[src/rtl/ic_tester_pkg.sv]
// +------------------------------------------------------------------+
// | ic_tester_pkg: shared codes and packet layout for the IC tester  |
// | Rev 1.0                                                          |
// +------------------------------------------------------------------+
`default_nettype none

package ic_tester_pkg;

  localparam logic [2:0] MODE_NOT = 3'b000;
  localparam logic [2:0] MODE_2IN = 3'b001;
  localparam logic [2:0] MODE_3IN = 3'b010;
  localparam logic [2:0] MODE_4IN = 3'b011;
  localparam logic [2:0] MODE_8IN = 3'b100;

  localparam logic [7:0] PKT_HEADER = 8'hA5;
  localparam int         PKT_LEN    = 5;

  typedef enum logic [1:0] {
    ST_IDLE  = 2'd0,
    ST_START = 2'd1,
    ST_DATA  = 2'd2,
    ST_STOP  = 2'd3
  } tx_state_t;

  function automatic logic [7:0] build_status_byte(input logic [2:0] m,
                                                   input logic       p,
                                                   input logic       f);
    return {m, 3'b000, p, f};
  endfunction

endpackage

`default_nettype wire

[src/rtl/uart_tx_byte.sv]
// +------------------------------------------------------------------+
// | uart_tx_byte: 8N1 serialiser for one byte, chains back-to-back   |
// | Rev 1.0                                                          |
// +------------------------------------------------------------------+
`default_nettype none

module uart_tx_byte
  import ic_tester_pkg::*;
#(
  parameter int CLKS_PER_BIT = 434
) (
  input  logic       clk,
  input  logic       rst_n,
  input  logic       byte_valid,
  input  logic [7:0] byte_data,
  output logic       tx,
  output logic       byte_done
);

  localparam int              CNT_W     = (CLKS_PER_BIT > 1) ? $clog2(CLKS_PER_BIT) : 1;
  localparam logic [CNT_W-1:0] c_CNT_MAX = CNT_W'(CLKS_PER_BIT - 1);

  tx_state_t        r_state, w_state_nxt;
  logic [CNT_W-1:0] r_cnt, w_cnt_nxt;
  logic [2:0]       r_bit, w_bit_nxt;
  logic [7:0]       r_shift, w_shift_nxt;
  logic             r_tx, w_tx_nxt;
  logic             w_bit_end;

  assign w_bit_end = (r_cnt == c_CNT_MAX);
  assign tx        = r_tx;

  always_ff @(posedge clk) begin
    if (!rst_n) begin
      r_state <= ST_IDLE;
      r_cnt   <= '0;
      r_bit   <= '0;
      r_shift <= '0;
      r_tx    <= 1'b1;
    end else begin
      r_state <= w_state_nxt;
      r_cnt   <= w_cnt_nxt;
      r_bit   <= w_bit_nxt;
      r_shift <= w_shift_nxt;
      r_tx    <= w_tx_nxt;
    end
  end

  always_comb begin
    w_state_nxt = r_state;
    w_cnt_nxt   = r_cnt;
    w_bit_nxt   = r_bit;
    w_shift_nxt = r_shift;
    w_tx_nxt    = r_tx;
    byte_done   = 1'b0;
    case (r_state)
      ST_IDLE: begin
        w_cnt_nxt = '0;
        w_tx_nxt  = 1'b1;
        if (byte_valid) begin
          w_state_nxt = ST_START;
          w_shift_nxt = byte_data;
          w_tx_nxt    = 1'b0;
        end
      end
      ST_START: begin
        if (w_bit_end) begin
          w_state_nxt = ST_DATA;
          w_cnt_nxt   = '0;
          w_bit_nxt   = '0;
          w_tx_nxt    = r_shift[0];
        end else begin
          w_cnt_nxt = r_cnt + 1'b1;
        end
      end
      ST_DATA: begin
        if (w_bit_end) begin
          w_cnt_nxt   = '0;
          w_shift_nxt = {1'b0, r_shift[7:1]};
          if (r_bit == 3'd7) begin
            w_state_nxt = ST_STOP;
            w_tx_nxt    = 1'b1;
          end else begin
            w_bit_nxt = r_bit + 3'd1;
            w_tx_nxt  = r_shift[1];
          end
        end else begin
          w_cnt_nxt = r_cnt + 1'b1;
        end
      end
      default: begin
        // A byte offered on the final stop cycle starts with no idle gap
        if (w_bit_end) begin
          byte_done = 1'b1;
          w_cnt_nxt = '0;
          if (byte_valid) begin
            w_state_nxt = ST_START;
            w_shift_nxt = byte_data;
            w_tx_nxt    = 1'b0;
          end else begin
            w_state_nxt = ST_IDLE;
            w_tx_nxt    = 1'b1;
          end
        end else begin
          w_cnt_nxt = r_cnt + 1'b1;
        end
      end
    endcase
  end

endmodule

`default_nettype wire

[src/rtl/result_uart_reporter.sv]
// +------------------------------------------------------------------+
// | result_uart_reporter: frames tester verdicts into a 5-byte UART  |
// | packet (header, status, pass_vec, fail_vec, xor checksum)        |
// | Rev 1.0                                                          |
// +------------------------------------------------------------------+
`default_nettype none

module result_uart_reporter
  import ic_tester_pkg::*;
#(
  parameter int         CLK_FREQ = 50000000,
  parameter int         BAUD     = 115200,
  parameter logic [7:0] HEADER   = PKT_HEADER
) (
  input  logic       clk,
  input  logic       rst_n,
  input  logic       report_valid,
  output logic       report_ready,
  input  logic [2:0] mode,
  input  logic [5:0] pass_vec,
  input  logic [5:0] fail_vec,
  input  logic       pass,
  input  logic       fail,
  output logic       tx,
  output logic       busy,
  output logic       done,
  output logic       overrun
);

  localparam int CLKS_PER_BIT = CLK_FREQ / BAUD;
  localparam logic [2:0] c_LAST_IDX = 3'(PKT_LEN - 1);

  logic       r_busy, r_done, r_overrun;
  logic [2:0] r_byte_idx;
  logic [7:0] r_b1, r_b2, r_b3, r_b4;
  logic       w_accept, w_byte_done, w_byte_valid;
  logic [7:0] w_b1, w_next_byte, w_byte_data;

  assign report_ready = !r_busy;
  assign busy         = r_busy;
  assign done         = r_done;
  assign overrun      = r_overrun;
  assign w_accept     = report_valid && !r_busy;
  assign w_b1         = build_status_byte(mode, pass, fail);

  always_comb begin
    case (r_byte_idx)
      3'd0:    w_next_byte = r_b1;
      3'd1:    w_next_byte = r_b2;
      3'd2:    w_next_byte = r_b3;
      default: w_next_byte = r_b4;
    endcase
  end

  // The header goes straight from the accept edge, so it bypasses the holding registers
  assign w_byte_valid = w_accept || (w_byte_done && (r_byte_idx != c_LAST_IDX));
  assign w_byte_data  = w_accept ? HEADER : w_next_byte;

  always_ff @(posedge clk) begin
    if (!rst_n) begin
      r_busy     <= 1'b0;
      r_done     <= 1'b0;
      r_overrun  <= 1'b0;
      r_byte_idx <= '0;
      r_b1       <= '0;
      r_b2       <= '0;
      r_b3       <= '0;
      r_b4       <= '0;
    end else begin
      r_done <= 1'b0;
      if (report_valid && r_busy) r_overrun <= 1'b1;
      if (w_accept) begin
        r_busy     <= 1'b1;
        r_byte_idx <= '0;
        r_b1       <= w_b1;
        r_b2       <= {2'b00, pass_vec};
        r_b3       <= {2'b00, fail_vec};
        r_b4       <= HEADER ^ w_b1 ^ {2'b00, pass_vec} ^ {2'b00, fail_vec};
      end else if (w_byte_done) begin
        if (r_byte_idx == c_LAST_IDX) begin
          r_busy <= 1'b0;
          r_done <= 1'b1;
        end else begin
          r_byte_idx <= r_byte_idx + 3'd1;
        end
      end
    end
  end

  uart_tx_byte #(
    .CLKS_PER_BIT(CLKS_PER_BIT)
  ) u_tx (
    .clk       (clk),
    .rst_n     (rst_n),
    .byte_valid(w_byte_valid),
    .byte_data (w_byte_data),
    .tx        (tx),
    .byte_done (w_byte_done)
  );

endmodule

`default_nettype wire

[config.mk]
export PLATFORM = sky130hd
export DESIGN_NAME = result_uart_reporter
export DESIGN_NICKNAME = d
export VERILOG_FILES = /design/src/rtl/ic_tester_pkg.sv /design/src/rtl/uart_tx_byte.sv /design/src/rtl/result_uart_reporter.sv
export SDC_FILE = /design/constraint.sdc
export NUM_CORES = 1
export LEC_CHECK = 0
export BUFFER_PORTS_ARGS = -buffer_cell sky130_fd_sc_hd__buf_2
export CAP_MARGIN = 20
export CORE_MARGIN = 10
export CORE_UTILIZATION = 35
export CTS_BUF_LIST = sky130_fd_sc_hd__clkbuf_16
export CTS_CLUSTER_SIZE = 16
export DETAILED_ROUTE_END_ITERATION = 10
export GPL_ROUTABILITY_DRIVEN = 0
export PLACE_DENSITY_LB_ADDON = 0.12
export SLEW_MARGIN = 20
export SYNTH_ARGS = -nofsm -noshare
export SYNTH_HDL_FRONTEND = slang
export SYNTH_HIERARCHICAL = 1
export SYNTH_SLANG_ARGS = --single-unit
[constraint.sdc]
create_clock -name clk -period 2.3 [get_ports clk]
set_input_delay 0 -clock clk [delete_from_list [all_inputs] [get_ports clk]]
set_output_delay 0 -clock clk [all_outputs]
set_load 0.05 [all_outputs]
Yosys cells after proc, flatten, opt, wreduce, memory -nomap -nowiden:

Index checks and enable logic that the tools add are counted.

* bitwise logic cells: 7
* muxes and demuxes: 29
* add/sub/neg operators: 3
* equal/unequal tests: 13
* reduce and logical (&&, ||, !) cells: 21

Operators with widths (number)
* $pmux 8 s3: 2
* $mux 8: 4
* $xor 8x6->8: 2
* $mux 1: 12
* $mux 2: 5
* $add 9x1->9 const B: 1
* $eq 9x9->1 const B: 1
* $mux 3: 3
* $reduce_or 3->1: 3
* $ne 2x1->1 const B: 4
* $reduce_bool 2->1: 4
* $add 3x1->3 const B: 2
* $eq 3x3->1 const B: 2
* $pmux 2 s3: 1
* $pmux 3 s2: 1
* $reduce_and 3->1: 2
* $reduce_and 5->1: 1
* $not 1->1: 4
* $not 4->4: 1
* $reduce_and 2->1: 2
* $reduce_and 4->1: 1
* $eq 3x1->1 const B: 1
* $eq 3x2->1 const B: 1
* $logic_and 1x1->1: 3
* other kinds (10): 10

* output and inout bits: 5
* flip-flop bits (word level): 54
* logic and storage cells: 86
* input port bits: 20

Logic depth before layout (Yosys ltp):

Gate-level depths: netlist of run 1.

* word-level depth: 8
* depth in mapped cells: 12
* mapped depth without buffers: 11

By module:

The synthesis of run 1 kept the hierarchy.

Modules (own cells, without submodules)
* result_uart_reporter: instances 1, seq. area each 600.6 sq um, cells an instance 173, area each 1503.9 sq um
* uart_tx_byte: instances 1, seq. area each 460.4 sq um, cells an instance 133, area each 1247.4 sq um

Least setup slack after synthesis of run 1:

Ideal clock, no wire load.

* path type: reg-to-reg
* start point: reg u_tx.r_cnt[0]
* end point: reg u_tx.r_shift[7]
* data arrival time: 2.401 ns
* clock period less this slack: 2.518 ns
* path slack: -0.218 ns
* buffers on the path: 1
* required time: 2.184 ns
* setup time: 0.116 ns
* cell stages (with the launch flop): 12
* cells stage by stage: dfxtp_1 ha_1 nand4b_1 nor4_1 and2_1 a21boi_1 or2_2 nor2_1 nor2_1 buf_6 a21oi_1 a41o_2

* cells in the longest elaborated chain, start to end: 8
* elaborated cells between the ends (all ways): 11
* those cells by class: eq/ne (2); mux (5); reduce/logical (4)

RTL lines
* start: declaration: RTL line uart_tx_byte.sv:24 `logic [CNT_W-1:0] r_cnt, w_cnt_nxt;`
* start signal: assignment: RTL line uart_tx_byte.sv:42 `r_cnt <= w_cnt_nxt;`
* $eq 9x9->1 (*): RTL line uart_tx_byte.sv:30 `assign w_bit_end = (r_cnt == c_CNT_MAX);`
* $mux 1 (*): RTL line uart_tx_byte.sv:93 `if (w_bit_end) begin`
* $mux 1 (*): RTL line uart_tx_byte.sv:56 `case (r_state)`
* net w_byte_done: RTL line result_uart_reporter.sv:36 `logic w_accept, w_byte_done, w_byte_valid;`
* $logic_and 1x1->1 (*): RTL line result_uart_reporter.sv:56 `assign w_byte_valid = w_accept || (w_byte_done && (r_byte_idx != c_LAST_IDX));`
* $logic_or 1x1->1 (*): RTL line result_uart_reporter.sv:56
* net w_byte_valid: RTL line result_uart_reporter.sv:36
* $mux 8 (*)
* $mux 8
* $pmux 8 s3 (*)
* end signal: assignment: RTL line uart_tx_byte.sv:44 `r_shift <= w_shift_nxt;`
* end: declaration: RTL line uart_tx_byte.sv:26 `logic [7:0] r_shift, w_shift_nxt;`

Mark *: on every way through the listed nets, which the timed path passes. The rest lies on a longest branch. The select of a mux whose other input is x is not followed.
A chain may end at the register's enable or synchronous reset.

Worst setup path after layout of run 1:

* start point: reg u_tx.r_cnt[1]
* end point: reg u_tx.r_shift[7]

The elaborated chain is that of the path after synthesis.

==> metrics.md, run 1 <==
| Metric | Value |
|---|---|
| Outcome | finished clean |
| P_int | 0.00195 W |
| Switching Share | between 30% and 40% |
| Fin util | 44.5% |
| Critical path type | reg2reg |
| Fillers | ~800 |
| PD cells | slightly above 800 mW/mm² |
| Final HPWL DP | ~4.3 mm |
| Post-synth top cells | nand2_1 (54), dfxtp_1 (53), a21boi_0 (21) |
| First-pass GRT wire length | 10.4 mm |
| Die X | approximately 110 µm |
| Arrival time worst endpoint | ~2.4 ns |
| 1st-pass router iterations | 4 |
| Leakage power | roughly 1.3 nW |
| Switching pwr | around 0.00086 W |
| Worst path top cell family by delay | simple AND/OR/NAND/NOR gates |
| Slew margin rel. | between 60% and 70% |
| Cell accounting for the most synthesized area | dfxtp_1 |
| Area grow syn2layout | 24.3% |
| CP peak stage delay | about 0.33 ns |
| Max VDD drop | ~0.31 mV |
| Initial antenna violation count | 0 |
| TritonCTS clock tree | built |
| Drt total wl | a little over 6 mm |
| Total number of vias | around 2200 |
| Gr usage total | a little over a tenth |
| Netlist cell types | 56 |
| Final setup violation count | 0 |
| Crit-path slowest cell | dfxtp_2 |
| Vias in the first global route | roughly 2200 |
| Largest net degree at the start of global routing | 34 |
| Power share of the combinational group | between 30% and 40% |
| Initial Util | 35.8% |
| Period utilization | approximately 95% |
| Final Hold Viols | 0 |
| Syn Nets | 338 |
| Mean Syn Cell Area | roughly 9.0 µm² |
| Top cells by area, synth | dfxtp_1 (39%), nand2_1 (7.4%), a21boi_0 (5.7%) |
| Via-to-Cell Ratio | approximately 4.8 |
| Skew final | between 0.004 and 0.005 ns |
| Worst-path clk slew | roughly 0.07 ns |
| Cell area after synthesis | between 0.002 and 0.003 mm² |
| # rows | 32 |
| PortBufs | 24 |
| Unrepaired setup endpoints after global routing | yes |
| Crit end category | register |
| Slew Viols, Final | 0 |
| Syn Inst Count | just over 300 |
| Critical Path Source Type | register |
| Die footprint | between 0.01 and 0.015 mm² |
| Number of synthesized flops with an enable pin | 0 |
| DRT iter0 DRCs | 60 |
| Grt total ovfl | 0 |
| Worst hold path type | in2reg |
| Most common cell in the synthesized netlist | nand2_1 |
| Achievable clock frequency | 460 MHz |
| Design area | around 0.0034 mm² |
| Ant diodes | 0 |
| Clk_lat worst skew | ~0.29 ns |
| Worst Path Required | 2.49 ns |
| Die height | around 110 µm |
| Sequential share of power | about two fifths |
| Async SR Flop Fraction | 0% |
| Worst slew pin tran | approximately 0.47 ns |
| Crit-path cells | inv_2 -> ha_4 -> nand4b_1 -> nor4_2 -> and2_4 -> a21boi_4 -> or2_4 -> nor2_1 -> nor2_2 -> buf_12 -> a21oi_1 -> a41o_2 |
| Crit Path Max Fanout | 8 |
| Core area | approximately 0.0077 mm² |
| Routed wire length per instance | 13.3 µm |
| CTS Sinks | 53 |
| Num CTS Buffers | 5 |
| Post-route DRC violation count | 0 |
| Layout cells sized above 1 | between 20% and 30% |
| Placed Area | around 0.003 mm² |
| Seq/Total Area, Yosys | just under 40% |
| Yosys reg bits | 53 |
| Antenna-violating nets left | 0 |
| Clk pwr share | 29.6% |
| Synth top area share | 38.6% |
| Min cycle time layout | 2.17 ns |
| Yosys warning total | 6 |
| Root Driver | clkbuf_16 |
| CP Buf/Inv Count | 2 |
| H-tree depth | 2 |
| Ports | 25 |
| Max-cap violations | 0 |
| Nets | 389 |
| Post-synth top flop | dfxtp_1 |
| Max clock buf depth | 2 |
-- worst paths after layout --
| path | from | to | slack, ns | cells after the start |
|---|---|---|---|---|
| worst max-delay path | u_tx/r_cnt[1]$_SDFF_PP0_ | u_tx/r_shift[7]$_SDFFE_PN0P_ | 0.13 | 12 |
| worst min-delay path | rst_n | u_tx/tx$_SDFFE_PN1P_ | 0.16 | 3 |
| worst max register to register | u_tx/r_cnt[1]$_SDFF_PP0_ | u_tx/r_shift[7]$_SDFFE_PN0P_ | 0.13 | 12 |
| worst min register to register | u_tx/r_bit[1]$_SDFFE_PN0P_ | u_tx/r_bit[1]$_SDFFE_PN0P_ | 0.46 | 2 |
-- per-layer routing --
metal	GRT usage, %	part of all wire, %	vias up
met3	2.30	3.6	4
met5	0	0	-
met1	14.1	49	1029
li1	-	-	1161
met4	2.82	0.68	0
met2	17.0	47	32
-- state kept, by name, summed over array words and instances (netlist names) --
| signal | cells |
|---|---|
| u_tx/tx | 1 |
| r_byte_idx | 3 |
| r_b2 | 6 |
| done | 1 |
| u_tx/r_bit | 3 |
| busy | 1 |
| u_tx/r_shift | 8 |
| u_tx/r_state | 2 |
| overrun | 1 |
| r_b3 | 6 |
| r_b1 | 4 |
| u_tx/r_cnt | 9 |
| r_b4 | 8 |
-- worst reg2reg max path, delay by kind of cell (launching register included) --
| family | cells | cell delay [ns] |
|---|---|---|
| adder cells (fa/ha/maj) | 1 | 0.13 |
| buffers and inverters | 2 | 0.20 |
| flip-flops | 1 | 0.33 |
| AND/OR/NAND/NOR | 6 | 0.94 |
| AO/OA/AOI/OAI | 3 | 0.47 |
-- final cells by class --
| cell class | instances | area, µm² | share of cell area (%) |
|---|---|---|---|
| Multi-Input combinational cell | 224 | 1540 | 45.1 |
| Sequential cell | 53 | 1060 | 31.1 |
| Timing Repair Buffer | 63 | 488 | 14.3 |
| Clock inverter | 3 | 37.5 | 1.10 |
| Tap cell | 102 | 128 | 3.73 |
| Clock buffer | 5 | 125 | 3.66 |
| Inverter | 10 | 37.5 | 1.10 |
-- what timing repair did --
item                                   in CTS  in global routing
setup buffers                               0                  4
endpoints found under the hold margin      18                  0
setup endpoints to repair                   0                  9
hold buffers                               18                  0
resized for setup                           0                 10
-- cell usage in the layout (no fill, tap or decap), types with 2 or more instances in the layout --
master	Yosys	final
a311oi_1	6	6
xor2_1	6	6
nand4b_1	2	2
a222oi_1	2	2
a21oi_1	16	14
dfxtp_2	0	2
nand3_1	7	7
dlygate4sd3_1	0	18
ha_1	12	11
nor2_1	17	16
a22o_2	3	3
mux2i_1	12	12
a21boi_0	21	21
or3b_2	2	2
buf_4	4	19
nor3_1	3	3
nand4_1	4	4
xnor2_1	10	10
a21oi_2	1	3
a211oi_1	2	2
buf_2	2	24
o21ai_0	6	6
a21o_2	2	2
nand2_1	54	54
dfxtp_1	53	51
nor2b_1	6	6
nand2b_1	2	2
clkbuf_16	0	6
inv_1	10	10
-- kinds of logic (layout without fill, tap and decap cells) --
kind of cell,count (synthesis),in the layout,synth area share (%)
AO/OA/AOI/OAI,74,74,20.1
multiplexers,12,12,4.37
XOR/XNOR,16,16,5.09
AND/OR/NAND/NOR,110,110,19.4
flip-flops,53,53,38.6
buffers and inverters,29,81,7.05
adder cells (fa/ha/maj),12,12,5.46
-- metrics by stage --
step	worst slack (ns)	hold slack [ns]	TNS [ns]	total power, W	std cells
3_3_place_gp	0.210	0.271	0	0.00188	429
6_report	0.126	0.160	0	0.00281	460
4_1_cts	0.153	0.164	0	0.00277	455
2_1_floorplan	0.0757	0.0619	0	0.00175	306
3_5_place_dp	0.165	0.277	0	0.00189	429
5_1_grt	-0.0240	0.203	-0.0930	0.00298	460
-- power by group through the flow --
| stage | Clock (W) | Sequential [W] | Combinational [W] |
|---|---|---|---|
| finish | 0.000833 | 0.00111 | 0.000870 |
| global route | 0.000897 | 0.00112 | 0.000961 |
| CTS | 0.000864 | 0.00110 | 0.000801 |
| detailed placement | 0 | 0.00112 | 0.000773 |
| global placement | 0 | 0.00112 | 0.000763 |
| floorplan | 0 | 0.00114 | 0.000610 |
(Power assumes the default switching activity.)
==> inputs of run 2 (changes only) <==
--- a/config.mk
+++ b/config.mk
@@ -12,8 +12,8 @@
 export CTS_BUF_LIST = sky130_fd_sc_hd__clkbuf_16
 export CTS_CLUSTER_SIZE = 16
 export DETAILED_ROUTE_END_ITERATION = 10
-export GPL_ROUTABILITY_DRIVEN = 0
 export PLACE_DENSITY_LB_ADDON = 0.12
+export RECOVER_POWER = 50
 export SLEW_MARGIN = 20
 export SYNTH_ARGS = -nofsm -noshare
 export SYNTH_HDL_FRONTEND = slang
==> run 2 against run 1 <==
Net effect:
- wire length increased by 0.13%
- via count about the same
- largest cell class unchanged
- flip-flop and latch count unchanged
- highest routed layer unchanged
- power decreased by 0.20%
- cell area decreased by 0.51%
- sequential share of layout area increased by 0.16 points
- register-to-register slack about the same
- die area unchanged
- clock power about the same
- core utilization decreased by 0.23 points
==> metrics.md, run 2 (synthesized netlist as in run 1, its figures left out) <==
| Metric | Value |
|---|---|
| 1st-pass router iterations | 4 (unchanged) |
| Critical Path Source Type | register |
| Grt total ovfl | 0 (unchanged) |
| Layout cells sized above 1 | 19.6% (-2.2 points) |
| Ant diodes | 0 (unchanged) |
| Commonest non-fill, non-tap cells in the layout | nand2_1 (54), dfxtp_1 (51), a21boi_0 (21) |
| DRT iter0 DRCs | 65 (+8.3%) |
| Max FFs per register | 9 (unchanged) |
| Switching pwr | 0.000860 W (about the same) |
| Placed Cells | 429 (unchanged) |
| Clk_lat worst skew | 0.29 ns (about the same) |
| Drt total wl | 6.14 mm (+0.13%) |
| PD cells | 824 mW/mm² (+0.31%) |
| Leakage power | 1.30 nW (-2.0%) |
| Die footprint | 0.0118 mm² (unchanged) |
| Routed wire length per instance | 13.3 µm (+0.13%) |
| Root Driver | clkbuf_16 |
| Initial Util | 35.8% (unchanged) |
| Max clock buf depth | 2 (unchanged) |
| Period utilization | 94.5% (about the same) |
| Placed Area | 0.00299 mm² (unchanged) |
| Via-to-Cell Ratio | 4.84 (about the same) |
| Gp weighted congestion | roughly 0.76 |
| Reg with most FFs | u_tx/r_cnt |
| Hold Crit Start | rst_n |
| Worst hold path type | in2reg |
| Slew Viols, Final | 0 (unchanged) |
| Hold path cells | 3 (unchanged) |
| Min cycle time layout | 2.17 ns (+0.00000900 ns) |
| TritonCTS clock tree | built |
| Area grow syn2layout | 23.7% |
| Die X | 109 µm (unchanged) |
| Core area | 0.00769 mm² (unchanged) |
| First-pass GRT wire length | 10.4 mm (unchanged) |
| Worst-path clk slew | 0.07 ns (about the same) |
| Clk pwr share | 29.7% (about the same) |
| Design area | 0.00340 mm² (-0.51%) |
| Max VDD drop | 0.308 mV (about the same) |
| Largest net degree at the start of global routing | 34 (unchanged) |
| RR Endpoint | u_tx/r_shift[7]$_SDFFE_PN0P_ |
| PortBufs | 24 (unchanged) |
| Fillers | 803 (+0.63%) |
| Slew margin rel. | 58.0% (-10 points) |
| Power share of the combinational group | 30.8% (-0.2 points) |
| P_int | 0.00194 W (-0.31%) |
| Final Hold Viols | 0 (unchanged) |
| Switching Share | 30.7% (+0.073 points) |
| Unrepaired setup endpoints after global routing | yes |
| Most common cell after layout, fill and taps aside | nand2_1 |
| Final HPWL DP | 4.27 mm (unchanged) |
| H-tree depth | 2 (unchanged) |
| Vias in the first global route | 2228 (unchanged) |
| Gr usage total | 10.6% (unchanged) |
| Max-cap violations | 0 (unchanged) |
| Cell count of the worst reg-to-reg path | 12 (unchanged) |
| Achievable clock frequency | 460 MHz (about the same) |
| Critical path type | reg2reg |
| Ports | 25 (unchanged) |
| Post-route DRC violation count | 0 (unchanged) |
| Skew final | 0.00477 ns (-0.0000185 ns) |
| CTS Sinks | 53 (unchanged) |
| Final setup violation count | 0 (unchanged) |
| Largest regs | u_tx/r_cnt: 9 flops, r_b4: 8 flops, u_tx/r_shift: 8 flops |
| Worst slew pin tran | 0.629 ns (+0.158 ns) |
| Antenna-violating nets left | 0 (unchanged) |
| Die height | 109 µm (unchanged) |
| R2R Setup Slk | 0.13 ns (about the same) |
| Arrival time worst endpoint | 2.36 ns (about the same) |
| RR Startpoint | u_tx/r_cnt[1]$_SDFF_PP0_ |
| Hold worst-path end | u_tx/tx$_SDFFE_PN1P_ |
| Fin Hold WS | 0.160 ns (-0.000171 ns) |
| Sequential share of power | 39.5% (about the same) |
| Fin cells | 460 (unchanged) |
| Total chip power | 0.00280 W (-0.20%) |
| Worst Path Required | 2.49 ns (about the same) |
| # rows | 32 (unchanged) |
| Crit Path Max Fanout | 8 (unchanged) |
| Nets | 389 (unchanged) |
| Num CTS Buffers | 5 (unchanged) |
| Initial antenna violation count | 0 (unchanged) |
| Total number of vias | 2228 (+0.090%) |
| Outcome | finished clean |
| Crit end category | register |
| Fin util | 44.3% (-0.23 points) |
==> run 2: cell types whose count changed in the layout (fill, tap and decap cells not counted) <==
| cell | previous run | this run |
|---|---|---|
| clkbuf_1 | 0 | 8 |
| buf_2 | 24 | 19 |
| buf_4 | 19 | 16 |
==> run 2: per-layer routing <==
| layer | GRT usage (%) | up-vias | part of all wire, % |
|---|---|---|---|
| met4 | 2.82 | 0 | 0.68 |
| met2 | 17.0 | 28 | 47 |
| met3 | 2.30 | 4 | 3.1 |
| met5 | 0 | - | 0 |
| li1 | - | 1161 | - |
| met1 | 14.1 | 1035 | 49 |
==> run 2: per-stage QoR <==
step	setup TNS, ns	setup WS [ns]
after floorplan	0	0.0757
after global placement	0	0.210
after detailed placement	0	0.165
after CTS	0	0.153
after global routing	-0.0930	-0.0240
final	0	0.126
==> run 2: how the worst max path moves through the flow <==
stage,start,to
after floorplan,u_tx/r_cnt[0]$_SDFF_PP0_,u_tx/r_shift[7]$_SDFFE_PN0P_
after global placement,r_byte_idx[0]$_SDFFE_PP0P_,u_tx/r_shift[3]$_SDFFE_PN0P_
after detailed placement,u_tx/r_cnt[1]$_SDFF_PP0_,u_tx/r_shift[7]$_SDFFE_PN0P_
after CTS,u_tx/r_cnt[1]$_SDFF_PP0_,u_tx/r_shift[2]$_SDFFE_PN0P_
after global routing,u_tx/r_cnt[1]$_SDFF_PP0_,u_tx/r_shift[7]$_SDFFE_PN0P_
final,u_tx/r_cnt[1]$_SDFF_PP0_,u_tx/r_shift[7]$_SDFFE_PN0P_
==> run 2: worst max-delay path, cell delays in order (launching register included) <==
cell and delay, ns:
dfxtp_2 0.33, inv_2 0.06, ha_4 0.13, nand4b_1 0.11, nor4_2 0.28, and2_4 0.21, a21boi_4 0.17, or2_4 0.13
nor2_1 0.04, nor2_2 0.17, buf_12 0.14, a21oi_1 0.06, a41o_2 0.24
==> run 2: power by group through the flow <==
stage,Combinational [W],Clock [W],Sequential (W)
3_5_place_dp,0.000773,0,0.00112
6_report,0.000864,0.000833,0.00111
2_1_floorplan,0.000610,0,0.00114
5_1_grt,0.000955,0.000897,0.00112
3_3_place_gp,0.000763,0,0.00112
4_1_cts,0.000801,0.000864,0.00110
==> run 2: final cells by class <==
type                    instances  area (µm²)  share of cell area [%]
multi-input cells             224        1540                    45.3
flip-flops and latches         53        1060                    31.3
repair buffers                 63         470                    13.8
well taps                     102         128                    3.75
clock buffers                   5         125                    3.68
clock inverters                 3        37.5                    1.10
inverters                      10        37.5                    1.10
==> run 2: what timing repair did <==
item / in CTS / in global routing
setup endpoints to repair: 0 / 9
hold buffers: 18 / 0
setup buffers: 0 / 4
resized for setup: 0 / 10
endpoints found under the hold margin: 18 / 0
